File: src/rtl/wb_stage_if.sv
// Writeback-stage bus: MEM-side handshake and operands, load return, register-file write port and retire counter.
interface wb_stage_if #(
   parameter int unsigned XLEN   = 32,
   parameter int unsigned REG_AW = 5,
   parameter int unsigned CNT_W  = 64
);
   logic              in_valid;
   logic              in_ready;
   logic [REG_AW-1:0] in_rd;
   logic              in_regwrite;
   logic [1:0]        in_wb_sel;
   logic [XLEN-1:0]   in_alu;
   logic [XLEN-1:0]   in_pc4;
   logic [XLEN-1:0]   in_csr;
   logic [2:0]        in_funct3;
   logic [2:0]        in_boff;
   logic              ld_valid;
   logic [XLEN-1:0]   ld_data;
   logic              flush;
   logic              rf_we;
   logic [REG_AW-1:0] rf_waddr;
   logic [XLEN-1:0]   rf_wdata;
   logic [CNT_W-1:0]  instret;

   modport master (
      output in_valid, in_rd, in_regwrite, in_wb_sel, in_alu, in_pc4, in_csr,
             in_funct3, in_boff, ld_valid, ld_data, flush,
      input  in_ready, rf_we, rf_waddr, rf_wdata, instret
   );

   modport slave (
      input  in_valid, in_rd, in_regwrite, in_wb_sel, in_alu, in_pc4, in_csr,
             in_funct3, in_boff, ld_valid, ld_data, flush,
      output in_ready, rf_we, rf_waddr, rf_wdata, instret
   );
endinterface

File: src/rtl/wb_stage.sv
// Writeback stage: result select, load extension, load-return stall, register-file write and instret counter.
module wb_stage #(
   parameter int unsigned XLEN   = 32,
   parameter int unsigned REG_AW = 5,
   parameter int unsigned CNT_W  = 64
) (
   input  logic       clk,
   input  logic       rst,
   wb_stage_if.slave  bus
);

   typedef enum logic {IDLE, WAIT_LD} state_t;

   state_t            state;
   logic [REG_AW-1:0] p_rd;
   logic              p_regwrite;
   logic [2:0]        p_funct3;
   logic [2:0]        p_boff;

   logic              xfer_c;
   logic              commit_c;
   logic              we_c;
   logic              stall_ld_c;
   logic [REG_AW-1:0] c_rd;
   logic              c_regwrite;
   logic [XLEN-1:0]   c_data;

   // Lane select and sign/zero extension of a raw aligned memory word.
   function automatic logic [XLEN-1:0] load_ext(input logic [2:0]      f3,
                                                input logic [2:0]      boff,
                                                input logic [XLEN-1:0] d);
      logic [2:0]  off;
      logic [7:0]  b;
      logic [15:0] h;
      logic [31:0] w;
      off = (XLEN == 64) ? boff : {1'b0, boff[1:0]};
      b   = d[int'(off) * 8 +: 8];
      h   = d[int'(off[2:1]) * 16 +: 16];
      w   = d[int'(off[2]) * 32 +: 32];
      load_ext = d;
      case (f3)
         3'b000:  load_ext = XLEN'($signed(b));
         3'b100:  load_ext = XLEN'(b);
         3'b001:  load_ext = XLEN'($signed(h));
         3'b101:  load_ext = XLEN'(h);
         3'b010:  load_ext = (XLEN == 64) ? XLEN'($signed(w)) : d;
         3'b110:  load_ext = (XLEN == 64) ? XLEN'(w) : d;
         default: load_ext = d;
      endcase
   endfunction

   assign bus.in_ready = (state == IDLE) & ~bus.flush & ~rst;
   assign xfer_c       = bus.in_valid & bus.in_ready;

   // Decide whether this edge commits, and with which destination and data.
   always_comb begin
      commit_c   = 1'b0;
      stall_ld_c = 1'b0;
      c_rd       = bus.in_rd;
      c_regwrite = bus.in_regwrite;
      c_data     = bus.in_alu;
      if (state == IDLE) begin
         case (bus.in_wb_sel)
            2'b00:   c_data = bus.in_alu;
            2'b01:   c_data = load_ext(bus.in_funct3, bus.in_boff, bus.ld_data);
            2'b10:   c_data = bus.in_pc4;
            default: c_data = bus.in_csr;
         endcase
         stall_ld_c = xfer_c & (bus.in_wb_sel == 2'b01) & ~bus.ld_valid;
         commit_c   = xfer_c & ~stall_ld_c;
      end else begin
         c_rd       = p_rd;
         c_regwrite = p_regwrite;
         c_data     = load_ext(p_funct3, p_boff, bus.ld_data);
         commit_c   = bus.ld_valid & ~bus.flush;
      end
      we_c = commit_c & c_regwrite & (c_rd != '0);
   end

   // State, pending-load record and registered write port / retire counter.
   always_ff @(posedge clk) begin
      if (rst) begin
         state        <= IDLE;
         p_rd         <= '0;
         p_regwrite   <= 1'b0;
         p_funct3     <= '0;
         p_boff       <= '0;
         bus.rf_we    <= 1'b0;
         bus.rf_waddr <= '0;
         bus.rf_wdata <= '0;
         bus.instret  <= '0;
      end else begin
         bus.rf_we <= we_c;
         if (we_c) begin
            bus.rf_waddr <= c_rd;
            bus.rf_wdata <= c_data;
         end
         if (commit_c) begin
            bus.instret <= bus.instret + CNT_W'(1);
         end
         case (state)
            IDLE: begin
               if (stall_ld_c) begin
                  p_rd       <= bus.in_rd;
                  p_regwrite <= bus.in_regwrite;
                  p_funct3   <= bus.in_funct3;
                  p_boff     <= bus.in_boff;
                  state      <= WAIT_LD;
               end
            end
            WAIT_LD: begin
               if (bus.flush | bus.ld_valid) begin
                  state <= IDLE;
               end
            end
            default: state <= IDLE;
         endcase
      end
   end

endmodule

File: src/flat_wrapper.sv
// flat-port wrapper written by rule: the top's interface ports become plain ports
module wb_stage_flat 
#(
   parameter int unsigned XLEN   = 32,
   parameter int unsigned REG_AW = 5,
   parameter int unsigned CNT_W  = 64
)
  (clk, rst, bus_in_valid, bus_in_rd, bus_in_regwrite, bus_in_wb_sel, bus_in_alu, bus_in_pc4, bus_in_csr, bus_in_funct3, bus_in_boff, bus_ld_valid, bus_ld_data, bus_flush, bus_in_ready, bus_rf_we, bus_rf_waddr, bus_rf_wdata, bus_instret);
  wb_stage_if #(.XLEN(XLEN), .REG_AW(REG_AW), .CNT_W(CNT_W)) bus_i ();
  input  logic clk;
  input  logic rst;
  input wire logic [$bits(bus_i.in_valid)-1:0] bus_in_valid;
  input wire logic [$bits(bus_i.in_rd)-1:0] bus_in_rd;
  input wire logic [$bits(bus_i.in_regwrite)-1:0] bus_in_regwrite;
  input wire logic [$bits(bus_i.in_wb_sel)-1:0] bus_in_wb_sel;
  input wire logic [$bits(bus_i.in_alu)-1:0] bus_in_alu;
  input wire logic [$bits(bus_i.in_pc4)-1:0] bus_in_pc4;
  input wire logic [$bits(bus_i.in_csr)-1:0] bus_in_csr;
  input wire logic [$bits(bus_i.in_funct3)-1:0] bus_in_funct3;
  input wire logic [$bits(bus_i.in_boff)-1:0] bus_in_boff;
  input wire logic [$bits(bus_i.ld_valid)-1:0] bus_ld_valid;
  input wire logic [$bits(bus_i.ld_data)-1:0] bus_ld_data;
  input wire logic [$bits(bus_i.flush)-1:0] bus_flush;
  output wire logic [$bits(bus_i.in_ready)-1:0] bus_in_ready;
  output wire logic [$bits(bus_i.rf_we)-1:0] bus_rf_we;
  output wire logic [$bits(bus_i.rf_waddr)-1:0] bus_rf_waddr;
  output wire logic [$bits(bus_i.rf_wdata)-1:0] bus_rf_wdata;
  output wire logic [$bits(bus_i.instret)-1:0] bus_instret;
  assign bus_i.in_valid = bus_in_valid;
  assign bus_i.in_rd = bus_in_rd;
  assign bus_i.in_regwrite = bus_in_regwrite;
  assign bus_i.in_wb_sel = bus_in_wb_sel;
  assign bus_i.in_alu = bus_in_alu;
  assign bus_i.in_pc4 = bus_in_pc4;
  assign bus_i.in_csr = bus_in_csr;
  assign bus_i.in_funct3 = bus_in_funct3;
  assign bus_i.in_boff = bus_in_boff;
  assign bus_i.ld_valid = bus_ld_valid;
  assign bus_i.ld_data = bus_ld_data;
  assign bus_i.flush = bus_flush;
  assign bus_in_ready = bus_i.in_ready;
  assign bus_rf_we = bus_i.rf_we;
  assign bus_rf_waddr = bus_i.rf_waddr;
  assign bus_rf_wdata = bus_i.rf_wdata;
  assign bus_instret = bus_i.instret;
  wb_stage #(.XLEN(XLEN), .REG_AW(REG_AW), .CNT_W(CNT_W)) u_core (.clk(clk), .rst(rst), .bus(bus_i));
endmodule
File: config.mk
export PLATFORM = sky130hd
export DESIGN_NAME = wb_stage_flat
export DESIGN_NICKNAME = d
export VERILOG_FILES = /design/src/rtl/wb_stage_if.sv /design/src/rtl/wb_stage.sv /design/src/flat_wrapper.sv
export SDC_FILE = /design/constraint.sdc
export NUM_CORES = 1
export LEC_CHECK = 0
export CAP_MARGIN = 25
export CORE_ASPECT_RATIO = 1.5
export CORE_MARGIN = 2
export CORE_UTILIZATION = 36
export CTS_BUF_LIST = sky130_fd_sc_hd__clkbuf_2 sky130_fd_sc_hd__clkbuf_4 sky130_fd_sc_hd__clkbuf_8
export CTS_CLUSTER_SIZE = 20
export DETAILED_ROUTE_END_ITERATION = 16
export MAX_ROUTING_LAYER = met4
export PLACE_DENSITY = 0.64
export SETUP_SLACK_MARGIN = 0.5
export SLEW_MARGIN = 20
export SYNTH_ARGS = -nofsm -noshare
export SYNTH_HDL_FRONTEND = slang
export SYNTH_SLANG_ARGS = --single-unit
File: constraint.sdc
create_clock -name clk -period 4.2 [get_ports clk]
set_clock_uncertainty 0.2 [all_clocks]
set_input_delay 0.84 -clock clk [delete_from_list [all_inputs] [get_ports clk]]
set_output_delay 0.84 -clock clk [all_outputs]
set_load 0.005 [all_outputs]
Word level (Yosys, flattened, before mapping)
Cells that the tools add are included.
Word-level totals
  bits in registers: 114
  input port bits: 147
  logic and storage cells: 53
Operators by class
  add/subtract/negate cells: 1
  equal/unequal tests: 8
  shifts and indexed selects: 4
  mux-type cells: 11
  bitwise gates (word level): 15
  reduce and logical (&&, ||, !) cells: 5
Operators by type and width (count)
  32-bit case mux with 4 select lines: 2
  32-bit case mux with 3 select lines: 1
  64-bit by 1-bit adder with 64-bit output, second input constant: 1
  32-bit by 6-bit indexed part select with 16-bit output: 2
  32-bit by 6-bit indexed part select with 8-bit output: 2
  32-bit two-way mux: 1
  3-bit == test, second input constant: 4
  1-bit bitwise AND: 9
  3-bit by 1-bit == test with 1-bit output, second input constant: 2
  3-bit logical NOT: 2
  1-bit two-way mux: 5
  5-bit two-way mux: 1
  1-bit inverter: 5
  5-bit nonzero test: 1
  2-bit by 1-bit == test with 1-bit output, second input constant: 1
  2-bit == test, second input constant: 1
  2-bit logical NOT: 1
  1-bit case mux with 2 select lines: 1
  2-bit AND reduction: 1
  1-bit bitwise OR: 1

Longest topological paths before layout
Gate-level depths: netlist of the first run.
  depth in word-level cells: 11
  gate-level depth with buffers: 10

Worst setup path before layout of the first run
Ideal clock, no wire load.
  path type: input port to flip-flop
  start point: input port bus_in_wb_sel[1]
  end point: register u_core.bus.instret[56]
  setup time: 70 ps
  arrival: 3138 ps
  setup slack: 791 ps
  cell stages on the path: 9
  cell sequence: buf_4 -> nor2b_1 -> buf_6 -> o31a_4 -> or4_4 -> or4_1 -> buf_2 -> or4_1 -> a21oi_1
On the way
  cells in the longest elaborated chain, start to end: 6
Ends and longest elaborated chain
  from (decl): line flat_wrapper.sv:15  | input wire logic [$bits(bus_i.in_wb_sel)-1:0] bus_in_wb_sel;
  2-bit by 1-bit == test with 1-bit output: line wb_stage.sv:69  | stall_ld_c = xfer_c & (bus.in_wb_sel == 2'b01) & ~bus.ld_valid;
  1-bit bitwise AND (2 in a row): line wb_stage.sv:69
  1-bit inverter: line wb_stage.sv:70  | commit_c = xfer_c & ~stall_ld_c;
  1-bit bitwise AND: line wb_stage.sv:70
  1-bit two-way mux: line wb_stage.sv:62  | if (state == IDLE) begin
  to (signal assigned): line wb_stage.sv:99  | bus.instret <= bus.instret + CNT_W'(1);
  to (decl): line wb_stage_if.sv:34  | output in_ready, rf_we, rf_waddr, rf_wdata, instret
Every way passes these cells.
A chain may end at the register's enable or synchronous reset.

Worst setup path in the final report of the first run
  start point: input port bus_in_wb_sel[0]
  end point: register u_core.bus.instret[56]
Same word-level chain as after synthesis.

==> flow_summary.yaml, run 1 <==
timing:
  maxSlewHeadroom_pct: 39.5
  fin_setup_tns_ns: 0
  slew_violations: 0
  grt_setup_unrepaired: "false"
  max_freq_ghz: 0.285
  timing.final.crit_share_pct: 83.6
  hold_viol_final: 0
  post-route-min-period_ns: 3.51
  finalSetupViolCount: 0
  worst_slew_pin_slew_ns: 0.907
clock_network:
  htree_levels: 4
  clk_path_buf_depth: 2
  clkTransAtPathRegs_ns: 0.08
  clock-sinks: 114
  cts_resized: 0
  insertion_delay_ns: 0.44
  cts-root-buf: "clkbuf_8"
  cts-hold-fix-buffers: 0
  cts_buffers: 17
  tritoncts: "built"
  post_cts_buffers: 0
grt:
  antenna_found_initial: 0
  met1_usage_pct: 28.9
  grt_pass1_vias: 8008
  use_met3_pct: 3.85
  grt.busiest_layer: "met2"
  grt_use_met2_pct: 45.7
  grt_max_degree: 86
  grt_usage_pct: 26.1
  grt_pass1_wl_um: 43900
  grt_overflow: 0
detailed_routing:
  vias_per_cell: 5.69
  antenna_left: 0
  drc_errors: 0
  wirelength_um: 28600
  num_vias: 8569
  first_iter_violations: 600
  wire_per_inst_um: 18.9
  dr.pass1.iters: 5
worst_setup_path:
  crit_path_start_kind: "input pin"
  cp_data_required_time_ns: 4.37
  cpMostUsedCell: "or4_1"
  cp_cell_sequence: "clkdlybuf4s50_1, nor2b_2, o31a_4, or4_4, or4_1, or4_1, a21oi_1"
  cpPeakStageDelay_ns: 0.66
  path_class: "input pin to flop"
  slowest_stage: "or4_1"
  endpoint_kind: "flop"
  crit_arrival_ns: 3.68
  crit_fanout: 8
yosys:
  async_flop_share_pct: 0
  synth-xor-area-share_pct: 4.67
  yosys-top-cells-area: "dfxtp_1, a21oi_1, mux2i_1, o21ai_0, nor2_1"
  yosysMostFrequentCell: "dfxtp_1"
  synthCells: 1011
  syn_nets: 1159
  ys.flop_type: "dfxtp_1"
  synth-compound-area-share_pct: 22.1
  synth-seq-cells: 114
  synthSimpleGateAreaFrac_pct: 27.4
  syn_area_sq_um: 7510
  ys_types: 60
  synth_seq_area_share_pct: 30.4
  syn-mean-instance-area_sq_um: 7.42
  synth_top_area_share_pct: 30.4
  synth-adder-area-share_pct: 0.167
  synth_common_cells: "dfxtp_1, nor2_1, a21oi_1, nand2_1, o21ai_0"
  yosysTopAreaCell: "dfxtp_1"
  synth.area.mux_share_pct: 10.3
  synth_edf_count: 0
  synth_top_family_by_area: "simple AND/OR/NAND/NOR gates"
  ys_warn_count: 0
finish:
  nFillCells: 2046
  seq_area_sq_um: 2280
  fin_area_sq_um: 10600
  multi_input_area_sq_um: 4860
  syn_to_final_growth_pct: 41.8
  layout.nets: 1379
  diodes: 0
  drive_above_1_share_pct: 8.21
  fin_cells: 1507
floorplan:
  pin_count: 250
  start_util_pct: 36.8
  std_cell_rows: 64
  die_y_um: 181
  die_area_sq_um: 22000
  die_w_um: 122
  coreArea_sq_um: 20400
power_and_ir_drop:
  p_per_area_nw_per_um2: 251
  peakVddDrop_uv: 187
  leakagePower_nw: 3.72
placement:
  port_buffers: 248
  place_area_sq_um: 10300
  dp.cells: 1476
  gp_congestion: 0.922
  hpwlAfterDp_um: 21100
flow_run:
  drv_cap: 0
worst_hold_path:
  hold_class: "flop to flop"
outcome:
  status: "complete, no violations"
## final timing paths
check                           cells past startpoint  slack (ns)                 endpoint                     from
worst max-delay path                                7        0.69   u_core.bus.instret[56]         bus_in_wb_sel[0]
worst min-delay path                                2        0.26  u_core.bus.rf_wdata[15]  u_core.bus.rf_wdata[15]
worst max register to register                      6        0.95   u_core.bus.instret[56]   u_core.bus.instret[35]
worst min register to register                      2        0.26  u_core.bus.rf_wdata[15]  u_core.bus.rf_wdata[15]
## per-stage QoR
step	util (%)	setup slack [ns]	total power (W)	hold slack, ns
finish	52.1	0.690	0.00267	0.258
global route	52.1	0.631	0.00278	0.285
CTS	52.1	0.683	0.00268	0.260
detailed placement	50.2	0.220	0.00163	0.250
global placement	50.2	0.235	0.00163	0.245
floorplan	-	0.791	0.00135	0.253
## final cells by class
cell class	instances	area share [%]
multi-input combinational	803	45.7
timing repair buffer	278	25.5
sequential	114	21.5
tap	264	3.10
clock buffer	17	2.20
clock inverter	14	1.46
inverter	17	0.600
## report_power, final
part	internal [W]	leakage, nW	switching, W
logic	0.000262	2.62	0.000242
clock network	0.000531	0.182	0.000526
registers	0.00110	0.921	0.0000102
## placed cells by master (no fill, tap or decap), types with 6 or more instances in the layout
cell type	synthesis	layout
clkdlybuf4s50_1	0	246
nand2b_1	6	6
dfxtp_1	114	113
nor2b_1	11	10
and2_1	10	9
or3_1	24	24
a21oi_1	101	101
nand2_1	98	98
a22o_1	18	18
mux2i_1	46	46
a221oi_1	7	7
buf_4	2	29
and3_1	13	13
o21ai_0	85	85
nor3_1	20	20
inv_1	15	15
a211oi_1	6	6
clkbuf_8	0	17
and4_1	12	12
mux2_2	20	20
nand4_1	25	25
nand3_1	52	52
nor2_1	110	110
xnor2_1	20	20
a31oi_1	8	8
xor2_1	20	20
or4_1	9	9
nor4_1	14	13
o22ai_1	9	9
## worst max-delay path, delay by kind of cell
kind / cells / cell delay (ns)
compound gates: 2 / 0.47
buf+inv: 1 / 0.46
simple gates: 4 / 1.90
## cell families after synthesis
group	after synthesis
XOR/XNOR	40
buffers and inverters	94
AND/OR/NAND/NOR	416
flip-flops	114
multiplexers	70
AO/OA/AOI/OAI	276
adder cells (fa/ha/maj)	1
## state kept, by name, indices dropped and copies added, names as in the netlist
signal / flops
u_core.bus.rf_we: 1
u_core.state: 1
u_core.bus.instret: 64
u_core.p_funct3: 3
u_core.p_rd: 5
u_core.p_boff: 2
u_core.bus.rf_waddr: 5
u_core.bus.rf_wdata: 32
u_core.p_regwrite: 1
## per-layer routing
layer  routed length (um)  up-vias
li1                     -     4133
met1                10900     4002
met2                14700      384
met3                 1680       50
met4                 1220        0
met5                    0        -
Note: power is estimated with default switching activity, not from simulation.
==> run 2, diff against run 1 <==
--- a/config.mk
+++ b/config.mk
@@ -13,7 +13,7 @@
 export CTS_CLUSTER_SIZE = 20
 export DETAILED_ROUTE_END_ITERATION = 16
 export MAX_ROUTING_LAYER = met4
-export PLACE_DENSITY = 0.64
+export PLACE_DENSITY = 0.67
 export SETUP_SLACK_MARGIN = 0.5
 export SLEW_MARGIN = 20
 export SYNTH_ARGS = -nofsm -noshare
==> constraint.sdc (replaced) <==
create_clock -name clk -period 3.2 [get_ports clk]
set_clock_uncertainty 0.2 [all_clocks]
set_input_delay 0.64 -clock clk [delete_from_list [all_inputs] [get_ports clk]]
set_output_delay 0.64 -clock clk [all_outputs]
set_load 0.005 [all_outputs]
==> run 2 against run 1 <==
Cell area increased by 5.1%. Setup slack got worse by 0.24 ns. Worst hold slack improved by 0.0066 ns. Utilization increased by 2.7 points. Power increased by 31%. Critical endpoint unchanged. Highest routed layer unchanged.
==> flow_summary.yaml, run 2 (synthesis gave the netlist of run 1 again) <==
floorplan:
  start_util_pct: 36.8
  die_w_um: 122
  coreArea_sq_um: 20400
  die_area_sq_um: 22000
  die_y_um: 181
  std_cell_rows: 64
  pin_count: 250
power_and_ir_drop:
  peakVddDrop_uv: 215
  p_clk_share_pct: 38.7
  p_int_w: 0.00250
  p_comb_share_pct: 19.8
  leakagePower_nw: 4.05
  p_sw_w: 0.000984
  p_per_area_nw_per_um2: 312
  netSwitchingFraction_pct: 28.2
  power_frac_seq_pct: 41.5
detailed_routing:
  dr.pass1.iters: 7
  wirelength_um: 28800
  num_vias: 8747
  vias_per_cell: 5.61
  wire_per_inst_um: 18.5
  first_iter_violations: 639
  antenna_left: 0
  drc_errors: 0
finish:
  largest_reg_flops: 64
  final_cell_mix: "clkdlybuf4s50_1, nor2_1, a21oi_1, nand2_1, dfxtp_1"
  layout_commonest_cell: "clkdlybuf4s50_1"
  top_regs: "u_core.bus.instret: 64 flops, u_core.bus.rf_wdata: 32 flops"
  seq_area_sq_um: 2330
  final_util_pct: 54.8
  syn_to_final_growth_pct: 49.0
  drive_above_1_share_pct: 15.0
  layout.nets: 1430
  largest-register: "u_core.bus.instret"
  multi_input_area_sq_um: 4940
  nFillCells: 2011
  fin_cells: 1560
placement:
  hpwlAfterDp_um: 22300
  dp_slack_ns: -0.155
  port_buffers: 248
  dp.cells: 1513
  gp_congestion: 0.913
timing:
  finalSetupViolCount: 0
  maxSlewHeadroom_pct: 38.7
  timing.final.crit_share_pct: 86.0
  slew_violations: 0
  worst_slew_pin_slew_ns: 0.920
  fin_ws_ns: 0.449
  hold_viol_final: 0
  grt_setup_unrepaired: "true"
  holdWs_ns: 0.264
  max_freq_ghz: 0.364
  post-route-min-period_ns: 2.75
worst_setup_path:
  crit_family: "simple AND/OR/NAND/NOR gates"
  cp_num_buf_inv: 0
  cpPeakStageDelay_ns: 0.57
  cp_data_required_time_ns: 3.36
  crit_arrival_ns: 2.91
  path_class: "flop to flop"
  endpoint_kind: "flop"
  crit_path_start_kind: "flop"
  cp_cell_sequence: "and4_4, nand3_2, or4b_4, or4_4, or4_1, a21oi_2"
  crit_fanout: 5
  slowest_stage: "or4b_4"
clock_network:
  clkTransAtPathRegs_ns: 0.08
  tritoncts: "built"
  clock-sinks: 114
  cts-root-buf: "clkbuf_8"
  insertion_delay_ns: 0.43
  htree_levels: 4
  clk_path_buf_depth: 2
  cts_buffers: 17
grt:
  grt_pass1_wl_um: 44300
  grt_overflow: 0
  antenna_found_initial: 1
  grt_pass1_vias: 8249
  grt_usage_pct: 26.4
  grt_max_degree: 86
flow_run:
  drv_cap: 0
outcome:
  status: "complete, no violations"
worst_hold_path:
  hold_class: "flop to flop"
[run 2: changes by cell type in the layout (fill, tap and decap cells not counted), moves of 3 or more]
cell             change
and4_1               -3
and4_4               +3
buf_4               +49
clkdlybuf4s50_1      -5
dfxtp_1             -21
dfxtp_2             +13
dfxtp_4              +8
dlygate4sd2_1        +3
nand3_1              -3
nand3_2              +3
[run 2: area by class of cell]
| class | instances | share of cell area, % |
|---|---|---|
| inverters | 17 | 0.570 |
| well taps | 264 | 2.95 |
| flip-flops and latches | 114 | 20.8 |
| diodes | 1 | 0.0224 |
| clock inverters | 14 | 1.40 |
| clock buffers | 18 | 2.16 |
| multi-input cells | 803 | 44.1 |
| repair buffers | 329 | 27.9 |
[run 2: path summary, 6_finish.rpt]
path / cells past startpoint / start / slack, ns / to
min: 2 / u_core.bus.rf_wdata[15] / 0.26 / u_core.bus.rf_wdata[15]
max: 6 / u_core.bus.instret[32] / 0.45 / u_core.bus.instret[56]
max reg2reg: 6 / u_core.bus.instret[32] / 0.45 / u_core.bus.instret[56]
min reg2reg: 2 / u_core.bus.rf_wdata[15] / 0.26 / u_core.bus.rf_wdata[15]
[run 2: timing repair]
| item | CTS | global route |
|---|---|---|
| endpoints found under the hold margin | 0 | 0 |
| buffers inserted | 2 | 12 |
| hold buffers | 0 | 0 |
| pin swaps | 5 | 10 |
| endpoints found under the setup margin | 14 | 13 |
| gates resized for setup | 23 | 38 |
[run 2: per-stage QoR]
stage,setup TNS [ns],cell area [sq um],power (W)
final,0,11200,0.00349
after global routing,0,11200,0.00363
after CTS,0,11000,0.00352
after detailed placement,-0.800,10600,0.00217
after global placement,-0.594,10600,0.00216
after floorplan,0,7530,0.00178
[run 2: power by group through the flow]
stage               Clock (W)  Combinational [W]  Sequential (W)
floorplan                   0           0.000295         0.00148
global placement            0           0.000677         0.00149
detailed placement          0           0.000680         0.00149
CTS                   0.00138           0.000685         0.00145
global route          0.00144           0.000740         0.00145
finish                0.00135           0.000691         0.00145
[run 2: tightest hold or removal path: stages (launching register included)]
cell	delay [ns]
dfxtp_1	0.32
nand2_1	0.05
a21oi_1	0.05
[run 2: routing by layer]
| metal | GRT usage, % | up-vias | wire, um |
|---|---|---|---|
| met4 | 16.7 | 0 | 1880 |
| li1 | - | 4238 | - |
| met5 | - | - | 0 |
| met2 | 45.0 | 371 | 14700 |
| met1 | 28.8 | 4043 | 10700 |
| met3 | 2.75 | 95 | 1560 |
